--- src/rtl/btn_enc_db_pkg.sv ---
// btn_enc_db_pkg: shared direction codes, channel indices and default timing
package btn_enc_db_pkg;
    typedef enum logic [1:0] {
        UP    = 2'b00,
        DOWN  = 2'b01,
        LEFT  = 2'b10,
        RIGHT = 2'b11
    } dir_t;
    localparam int BTN_L = 0;
    localparam int BTN_R = 1;
    localparam int BTN_U = 2;
    localparam int BTN_D = 3;
    localparam int BTN_C = 4;
    localparam int DB_CYCLES_DEF = 16;
    localparam int LONG_CYCLES_DEF = 1024;
endpackage

--- src/rtl/btn_enc_db_debounce_ch.sv ---
// btn_debounce_ch: one button channel, sync + debounce + press/long (auto-repeat with BTN_AUTO_REPEAT_EN)
module btn_debounce_ch #(
    parameter int DB_CYCLES     = 16,
    parameter int LONG_CYCLES   = 1024,
    parameter int REPEAT_CYCLES = 256,
    parameter int CNT_W         = 16
) (
    input  logic clk,
    input  logic rst,
    input  logic btn,
    output logic stable,
    output logic press,
    output logic long_press
);
    localparam logic [CNT_W-1:0] DB_LAST = CNT_W'(DB_CYCLES - 1);
    localparam logic [CNT_W-1:0] LONG_LAST = CNT_W'(LONG_CYCLES - 1);
    if (DB_CYCLES < 2 || LONG_CYCLES < 2 || REPEAT_CYCLES < 2) begin : g_bad_cycles
        $error("btn_debounce_ch: cycle parameters must be >= 2");
    end
    logic s1, s2, rise_q, flip;
    logic [CNT_W-1:0] db_cnt, hold_cnt;
    assign flip = (s2 != stable) && (db_cnt == DB_LAST);
    // synchronise the pin, debounce it and track how long it has been held
    always_ff @(posedge clk) begin
        if (rst) begin
            s1       <= 1'b0;
            s2       <= 1'b0;
            stable   <= 1'b0;
            rise_q   <= 1'b0;
            db_cnt   <= '0;
            hold_cnt <= '0;
        end else begin
            s1       <= btn;
            s2       <= s1;
            db_cnt   <= (s2 == stable || db_cnt == DB_LAST) ? '0 : db_cnt + 1'b1;
            stable   <= flip ? s2 : stable;
            rise_q   <= flip & s2;
            hold_cnt <= !stable ? '0 : (hold_cnt == LONG_LAST) ? hold_cnt : hold_cnt + 1'b1;
        end
    end
    assign long_press = stable && (hold_cnt == LONG_LAST);
`ifdef BTN_AUTO_REPEAT_EN
    localparam logic [CNT_W-1:0] RPT_LAST = CNT_W'(REPEAT_CYCLES - 1);
    logic [CNT_W-1:0] rpt_cnt;
    // repeat phase counter, zero marks a repeat pulse while the long press lasts
    always_ff @(posedge clk) begin
        if (rst || !long_press) rpt_cnt <= '0;
        else rpt_cnt <= (rpt_cnt == RPT_LAST) ? '0 : rpt_cnt + 1'b1;
    end
    assign press = rise_q || (long_press && rpt_cnt == '0);
`else
    assign press = rise_q;
`endif
endmodule

--- src/rtl/btn_enc_db.sv ---
// btn_enc_db: debounced button bank with press/long outputs and direction encoder (option BTN_AUTO_REPEAT_EN)
module btn_enc_db
    import btn_enc_db_pkg::*;
#(
    parameter int NUM_BTN       = 5,
    parameter int DB_CYCLES     = DB_CYCLES_DEF,
    parameter int LONG_CYCLES   = LONG_CYCLES_DEF,
    parameter int REPEAT_CYCLES = 256,
    parameter int CNT_W         = 16
) (
    input  logic               clk,
    input  logic               rst,
    input  logic [NUM_BTN-1:0] btn_i,
    output logic [NUM_BTN-1:0] btn_stable_o,
    output logic [NUM_BTN-1:0] press_o,
    output logic [NUM_BTN-1:0] long_o,
    output logic               move_en_o,
    output logic [1:0]         direct_o,
    output logic               press_vali_o
);
    if (NUM_BTN < BTN_D + 1) begin : g_bad_num
        $error("btn_enc_db: NUM_BTN must cover the four direction buttons");
    end
    for (genvar i = 0; i < NUM_BTN; i++) begin : g_ch
        btn_debounce_ch #(
            .DB_CYCLES    (DB_CYCLES),
            .LONG_CYCLES  (LONG_CYCLES),
            .REPEAT_CYCLES(REPEAT_CYCLES),
            .CNT_W        (CNT_W)
        ) u_ch (
            .clk       (clk),
            .rst       (rst),
            .btn       (btn_i[i]),
            .stable    (btn_stable_o[i]),
            .press     (press_o[i]),
            .long_press(long_o[i])
        );
    end
    logic move_en_d;
    dir_t direct_d;
    // exactly one held direction button selects its code, anything else parks on DOWN
    always_comb begin
        move_en_d = $onehot(btn_stable_o[BTN_D:BTN_L]);
        direct_d  = !move_en_d ? DOWN :
                    btn_stable_o[BTN_L] ? LEFT :
                    btn_stable_o[BTN_R] ? RIGHT :
                    btn_stable_o[BTN_U] ? UP : DOWN;
    end
    // direction outputs trail the debounced levels by one cycle
    always_ff @(posedge clk) begin
        if (rst) begin
            move_en_o <= 1'b0;
            direct_o  <= DOWN;
        end else begin
            move_en_o <= move_en_d;
            direct_o  <= direct_d;
        end
    end
    assign press_vali_o = |btn_stable_o;
endmodule

--- config.mk ---
export PLATFORM = sky130hd
export DESIGN_NAME = btn_enc_db
export DESIGN_NICKNAME = d
export VERILOG_FILES = /design/src/rtl/btn_enc_db_pkg.sv /design/src/rtl/btn_enc_db_debounce_ch.sv /design/src/rtl/btn_enc_db.sv
export SDC_FILE = /design/constraint.sdc
export NUM_CORES = 1
export LEC_CHECK = 0
export BUFFER_PORTS_ARGS = -buffer_cell sky130_fd_sc_hd__buf_4
export CAP_MARGIN = 10
export CORE_MARGIN = 2
export CORE_UTILIZATION = 30
export DETAILED_ROUTE_END_ITERATION = 10
export PLACE_DENSITY = 0.46
export SYNTH_ARGS = -nofsm -noshare
export SYNTH_HDL_FRONTEND = slang
export SYNTH_SLANG_ARGS = --single-unit
export TNS_END_PERCENT = 5
--- constraint.sdc ---
create_clock -name clk -period 2.6 [get_ports clk]
set_input_delay 0.52 -clock clk [delete_from_list [all_inputs] [get_ports clk]]
set_output_delay 0.52 -clock clk [all_outputs]
set_load 0.005 [all_outputs]
# Yosys cells after proc, flatten, opt, wreduce, memory -nomap -nowiden
# Cells that the tools add are included.
# W data, S select, Z words.
# totals
register_bits	183
inputBits	7
output_inout_bits	19
elab_cells	107
# op_classes
addsub	13
n_eq_ne	21
muxes	3
bitwise	11
reduce_logical	27
# op_table
op	count
$add A16 B1 Y16 const B	10
$eq A16 B10 Y1 const B	5
$eq A16 B4 Y1 const B	5
$reduce_or A2 Y1	11
$logic_and A1 B1 Y1	10
$not A1 Y1	6
$and A1 B1 Y1	5
$eq A1 B1 Y1	5
$logic_or A1 B1 Y1	5
$ne A1 B1 Y1	5
$reduce_or A5 Y1	1
$add A1 B1 Y2	2
$mux W2	2
$add A2 B2 Y3	1
$eq A3 B1 Y1 const B	1
$mux W1	1

# Logic depth before layout (Yosys ltp)
# Gate-level depths: netlist of the first run.
# depth
ltp_word	5
ltp_mapped	7
depth_no_buf	7

# By module
# From an unflattened synthesis of the first run, not the netlist that was laid out.
# hier_totals
hier_cells	927
area_unflattened_um2	8359.3
# modules_own_cells
mod	n_inst	cells_each	area_per_inst_um2	seq_area_each_um2
btn_debounce_ch	5	182	1634.1	720.7
btn_enc_db	1	17	188.9	60.1

# Least setup slack after synthesis of the first run
# Ideal clock, no wire load.
# synth_timing
path_type	register to register
from	reg g_ch[0].u_ch.stable
to	reg direct_o[0]
setup_ps	140
t_arrival_ps	1980
t_required_ps	2460
path_slack_ps	480
stages_incl_launch_ff	8
n_path_buf	0
period_less_slack_ps	2120
cell_sequence	dfxtp_1 > inv_1 > fa_1 > inv_1 > ha_1 > ha_1 > nor4b_1 > o21ai_0
# synth_via
elab_chain_len	5
elab_cells_between_ends	6
cone_classes	add/sub (2); eq/ne (1); mux (1); bitwise (1); reduce/logical (1)
# synth_lines
element	line_no	rtl
start, declared	btn_enc_db_debounce_ch.sv:11	output logic stable,
start signal, assigned	btn_enc_db_debounce_ch.sv:36	stable <= flip ? s2 : stable;
$add A1 B1 Y2 (implied by the code)	btn_enc_db.sv:43	move_en_d = $onehot(btn_stable_o[BTN_D:BTN_L]);
$add A2 B2 Y3 (implied by the code)	btn_enc_db.sv:43	
$eq A3 B1 Y1	btn_enc_db.sv:43	
$not A1 Y1 (no source line)	--	
$reduce_or A2 Y1 (no source line)	--	
end signal, assigned	btn_enc_db.sv:56	direct_o <= direct_d;
end, declared	btn_enc_db.sv:18	output logic [1:0] direct_o,
# Several ways; a longest one is shown, not always the timed one.
# A chain may end at the register's enable or synchronous reset.

# Final worst setup path of the first run
# layout_timing
from	reg g_ch[1].u_ch.stable
to	out press_vali_o
# layout_via
elab_chain_len	1
# layout_lines
element	line_no	rtl
start, declared	btn_enc_db_debounce_ch.sv:11	
start signal, assigned	btn_enc_db_debounce_ch.sv:36	
$reduce_or A5 Y1	btn_enc_db.sv:59	assign press_vali_o = |btn_stable_o;
end, declared	btn_enc_db.sv:19	output logic press_vali_o
# Every way passes these cells.

==> flow_summary.yaml, run 1 <==
logic_synthesis:
  synth_cell_type_count: 54
  synth-async-reset-ratio_pct: 0
  synth_warnings: 0
  yosys.area_share.simple_pct: 29.9
  synth_nets: 957
  avgSynthCellArea_um2: 8.89
  ys_ff_latch: 183
  postSynthCellCount: 936
  yosys.area_share.adder_pct: 2.20
  seq_area_frac_synth_pct: 44.0
  synthMuxAreaShare_pct: 1.56
  synth-compound-area-share_pct: 8.30
  synth_area_um2: 8320
  synth-edff-count: 0
  synthXorXnorAreaFrac_pct: 10.3
  synth_top_family_by_area: "simple AND/OR/NAND/NOR gates"
  synth_ff_type: "dfxtp_1"
place:
  dp_hpwl_um: 11800
  io_buffers: 25
  place_congestion: 0.740
  pre_cts_slack_ns: 0.482
  dp.cells: 1308
cts:
  cts_buffers: 17
  htreeDepth: 4
  path_clk_slew_ns: 0.07
  cts_num_sinks: 183
  cts_tree: "yes"
  clk_latency_ns: 0.43
  hold_buffers: 0
  post_cts_buffers: 0
  cts-root-buf: "clkbuf_16"
  clockBufferDepth: 2
  cts_resized: 0
power_and_ir_drop:
  switchingPower_w: 0.00118
  seq_power_share_pct: 51.4
  powerDensity_nw_per_um2: 580
  swShare_pct: 21.5
  internal_power_w: 0.00430
  power_w: 0.00548
  max-vdd-ir-drop_uv: 375
  clock_power_share_pct: 47.9
  comb_power_share_pct: 0.7
  p_leak_nw: 3.02
die:
  core_area_um2: 27100
  die_width_um: 171
  dieArea_um2: 29100
  io_pins: 26
  start_util_pct: 30.7
  rows: 60
  die_h_um: 171
finish:
  multi_input_area_um2: 4350
  diodes: 0
  drive_gt1_share_pct: 9.61
  regArea_um2: 3660
  final.fill_count: 2803
  layout.cells.non_filler: 1340
  nets: 976
  area_delta_synth_final_pct: 13.6
route:
  first_pass_iters: 5
  postRouteAntennaNets: 0
  drc_errors: 0
  drt_iter0_drc: 392
  wl_per_cell_um: 12.8
  num_vias: 6407
  routed_via_density: 4.78
  drt_wl_total_um: 17100
global_routing:
  grt_pass1_wl_um: 30100
  antenna_found_initial: 0
  grt.overflow.total: 0
  track_usage_pct: 12.7
  grt_pass1_vias: 6138
  grt_start_max_net_pins: 25
worst_hold_path:
  hold_class: "input port to flip-flop"
  min-delay-start: "btn_i[0]"
critical_path:
  reg2reg_from: "g_ch[0].u_ch.stable$_SDFFE_PP0P_"
  slowest_delay_ns: 0.66
  cp.required_ns: 2.08
  worstSetupEndpointType: "primary output"
  slowest_stage: "or4b_2"
  crit_fanout: 3
  start_kind: "flip-flop"
  worstPathCellList: "inv_1 > ha_1 > or4b_2 > buf_4"
  path_class: "flip-flop to primary output"
  startpoint: "g_ch[1].u_ch.stable$_SDFFE_PP0P_"
  arrival_ns: 1.92
  cp_top_family: "simple AND/OR/NAND/NOR gates"
  worst-path-buf-inv: 2
timing:
  fin_ws_ns: 0.155
  drv_slew: 0
  tns_ns: 0
  rsz0062_at_grt: "false"
  worstMarginPinSlew_ns: 0.603
  finalCritPeriodShare_pct: 94.0
  hold_violations: 0
  max_freq_mhz: 409
  fin_skew_ns: 0.0106
  finalSetupViolCount: 0
  slew_headroom_pct: 59.7
  fin_crit_ns: 2.44
outcome:
  status: "finished clean"
job:
  drv_cap: 0
[stage by stage]
step | area [µm²] | hold slack, ns | utilization [%]
after floorplan | 8320 | 0.414 | -
after global placement | 8850 | 0.424 | 32.7
after detailed placement | 8850 | 0.420 | 32.7
after CTS | 9450 | 0.277 | 34.9
after global routing | 9450 | 0.292 | 34.9
final | 9450 | 0.299 | 34.9
[worst paths after layout]
path                           endpoint  slack (ns)  depth (start not counted)
min          g_ch[0].u_ch.s1$_SDFF_PP0_        0.30                          2
max                        press_vali_o        0.16                          4
max reg2reg      direct_o[0]$_SDFF_PP1_        0.46                          7
min reg2reg  g_ch[3].u_ch.s2$_SDFF_PP0_        0.44                          1
[area by class of cell]
cell class / count / area share [%]
multi-input cells: 691 / 46.1
flip-flops and latches: 183 / 38.8
well taps: 372 / 4.93
clock buffers: 19 / 4.79
repair buffers: 36 / 2.86
clock inverters: 13 / 1.54
inverters: 26 / 1.03
[Yosys cell counts, types with 6 or more instances]
library cell | number | area [µm²]
ha_1 | 13 | 163
nand2b_1 | 10 | 62.6
xnor2_1 | 85 | 744
nor4b_1 | 6 | 52.6
mux2i_1 | 13 | 130
nand3_1 | 51 | 255
or3_1 | 11 | 68.8
a31oi_1 | 16 | 100
dfxtp_1 | 183 | 3660
clkbuf_1 | 8 | 30.0
buf_2 | 10 | 50.1
inv_1 | 26 | 97.6
and4_1 | 12 | 105
nor4_1 | 38 | 238
nor2_1 | 146 | 548
o21ai_0 | 22 | 110
nor3_1 | 27 | 135
nor2b_1 | 15 | 93.8
and3_1 | 13 | 81.3
nand4_1 | 36 | 225
nand2_1 | 65 | 244
xor2_1 | 13 | 114
buf_4 | 15 | 113
a21oi_1 | 23 | 115
[per-layer routing]
metal	part of all wire (%)	up-vias	wire length [µm]	GRT usage, %
li1	-	3375	-	-
met1	51	2953	8780	17.2
met2	45	67	7710	19.8
met3	2.7	12	457	2.87
met4	1.1	0	185	4.76
met5	0	-	0	0
[cell usage in the layout, fill, tap and decap left out, drive strengths merged, types with 10 or more instances in the layout]
master and count:
a21oi 23, nand2b 10, a31oi 16, xor2 13, nor4 44, nand4 38, ha 13, or3 11
and3 13, xnor2 85, clkbuf 19, o21ai 24, nor3 27, buf 36, nor2 146, nand3 52
nand2 65, nor2b 15, dfxtp 183, and4 13, inv 28, mux2i 13
[power groups by stage]
stage | sequential [W] | combinational [W] | clock [W]
final | 0.00282 | 0.0000405 | 0.00262
after global routing | 0.00282 | 0.0000463 | 0.00286
after CTS | 0.00282 | 0.0000422 | 0.00274
after detailed placement | 0.00288 | 0.0000423 | 0
after global placement | 0.00288 | 0.0000425 | 0
after floorplan | 0.00288 | 0.0000272 | 0
[state kept, by name, summed over array words and instances (netlist names)]
register and cells:
direct_o 2, g_ch.u_ch.press 5, g_ch.u_ch.hold_cnt 80, g_ch.u_ch.s1 5
move_en_o 1, g_ch.u_ch.stable 5, g_ch.u_ch.s2 5, g_ch.u_ch.db_cnt 80
[cells by family after synthesis]
family / after synthesis
AND/OR/NAND/NOR: 465
XOR/XNOR: 98
AO/OA/AOI/OAI: 101
buffers and inverters: 62
adder cells (fa/ha/maj): 14
flip-flops: 183
multiplexers: 13
(Power assumes the default switching activity.)
==> inputs of run 2 (changes only) <==
--- a/config.mk
+++ b/config.mk
@@ -11,6 +11,8 @@
 export CORE_UTILIZATION = 30
 export DETAILED_ROUTE_END_ITERATION = 10
 export PLACE_DENSITY = 0.46
+export RECOVER_POWER = 25
+export REMOVE_ABC_BUFFERS = 1
 export SYNTH_ARGS = -nofsm -noshare
 export SYNTH_HDL_FRONTEND = slang
 export SYNTH_SLANG_ARGS = --single-unit
==> run 2 against run 1 <==
- worst hold slack is essentially flat
- core utilization is essentially flat
- largest power group unchanged
- wire length shrank 1.2%
- critical path depth grew 1
- sequential share of layout area is essentially flat
- global-route usage shrank 0.23 points
- design area is essentially flat
- largest cell class unchanged
- clock skew grew 0.0020 ns
- first-iteration DRC count shrank 21%
- power shrank 0.63%
==> flow_summary.yaml, run 2 (synthesis results as in run 1) <==
timing:
  fin_skew_ns: 0.0126
  fin_crit_ns: 2.40
  hold_violations: 0
  fin_ws_ns: 0.197
  finalSetupViolCount: 0
  tns_ns: 0
  finalCritPeriodShare_pct: 92.4
  worstMarginPinSlew_ns: 0.950
  slew_headroom_pct: 36.6
  rsz0062_at_grt: "false"
  max_freq_mhz: 416
  drv_slew: 0
global_routing:
  grt_pass1_wl_um: 29800
  antenna_found_initial: 1
  track_usage_pct: 12.5
  grt_pass1_vias: 5969
  grt_start_max_net_pins: 31
  grt.overflow.total: 0
die:
  dieArea_um2: 29100
  start_util_pct: 30.7
  io_pins: 26
  rows: 60
  die_width_um: 171
  core_area_um2: 27100
  die_h_um: 171
cts:
  cts_tree: "yes"
  cts-root-buf: "clkbuf_16"
  hold_buffers: 0
  path_clk_slew_ns: 0.08
  clockBufferDepth: 2
  htreeDepth: 4
  cts_buffers: 17
  clk_latency_ns: 0.43
  cts_num_sinks: 183
place:
  pre_cts_slack_ns: 0.370
  dp_hpwl_um: 11600
  place_congestion: 0.754
  io_buffers: 25
finish:
  layout_commonest_cell: "dfxtp_1"
  drive_gt1_share_pct: 9.15
  diodes: 0
  area_delta_synth_final_pct: 13.7
  reg_top3: "g_ch.u_ch.db_cnt x80, g_ch.u_ch.hold_cnt x80"
  nets: 981
  final_cell_mix: "dfxtp_1, nor2_1, xnor2_1, nand2_1, nand3_1"
critical_path:
  cp.required_ns: 2.08
  worstSetupEndpointType: "primary output"
  start_kind: "flip-flop"
  crit_fanout: 13
  path_class: "flip-flop to primary output"
  arrival_ns: 1.88
worst_hold_path:
  hold_class: "input port to flip-flop"
power_and_ir_drop:
  powerDensity_nw_per_um2: 576
  max-vdd-ir-drop_uv: 401
  p_leak_nw: 3.01
  power_w: 0.00545
route:
  wl_per_cell_um: 12.6
  drt_wl_total_um: 16900
  first_pass_iters: 4
  wl_met1_um: 9210
  top_layer_used: "met4"
  routed_via_density: 4.76
  wl_met2_um: 7190
  wl_met3_um: 410
  postRouteAntennaNets: 0
  drt_iter0_drc: 310
  drc_errors: 0
  num_vias: 6396
job:
  drv_cap: 0
outcome:
  status: "finished clean"
## run 2: changes by cell type in the layout (fill, tap and decap cells not counted), moves of 2 or more
cell / delta
bufinv_16: -2
clkbuf_4: +8
buf_4: -13
clkinv_4: -2
clkinvlp_4: -3
clkinv_8: +5
clkbuf_1: +10
inv_8: +4
clkbuf_8: -2
## run 2: repair_timing
action / CTS / global route
buffers inserted: 0 / 3
endpoints found under the setup margin: 0 / 2
gates resized for setup: 0 / 1
## run 2: path summary, 6_finish.rpt
| kind | from | end | slack, ns | depth (start not counted) |
|---|---|---|---|---|
| setup / recovery | g_ch[2].u_ch.hold_cnt[0]$_SDFFE_PP0P_ | long_o[2] | 0.20 | 5 |
| hold / removal | btn_i[1] | g_ch[1].u_ch.s1$_SDFF_PP0_ | 0.30 | 2 |
| setup reg to reg | g_ch[0].u_ch.stable$_SDFFE_PP0P_ | direct_o[0]$_SDFF_PP1_ | 0.46 | 7 |
| hold reg to reg | g_ch[0].u_ch.s1$_SDFF_PP0_ | g_ch[0].u_ch.s2$_SDFF_PP0_ | 0.44 | 1 |
## run 2: final cells by class
cell class,count,area [µm²]
Inverter,26,97.6
Clock inverter,15,175
Timing Repair Buffer,41,270
Fill cell,2836,17600
Tap cell,372,465
Sequential cell,183,3660
Multi-Input combinational cell,691,4360
Clock buffer,17,425
## run 2: layer usage
layer,vias to the layer above,track usage (%)
li1,3391,-
met1,2929,18.1
met2,71,18.7
met3,5,2.96
met4,0,2.90
met5,-,0
## run 2: worst max-delay path, stage by stage (launching register included)
cell     delay [ns]
dfxtp_1        0.39
ha_1           0.25
and4_1         0.26
and4_4         0.31
and2_1         0.14
buf_4          0.10
## run 2: where the power goes
group / switching, W / internal, W
Clock: 0.00129 / 0.00130
Combinational: 0.0000240 / 0.0000164
Sequential: 0.00000625 / 0.00281
Total: 0.00132 / 0.00413
## run 2: through the flow
stage	hold WS, ns	cells	util, %	area [µm²]
floorplan	0.414	900	-	8110
global placement	0.422	1310	32.7	8860
detailed placement	0.429	1310	32.7	8860
CTS	0.274	1342	34.9	9460
global route	0.274	1345	34.9	9450
finish	0.299	1345	34.9	9450
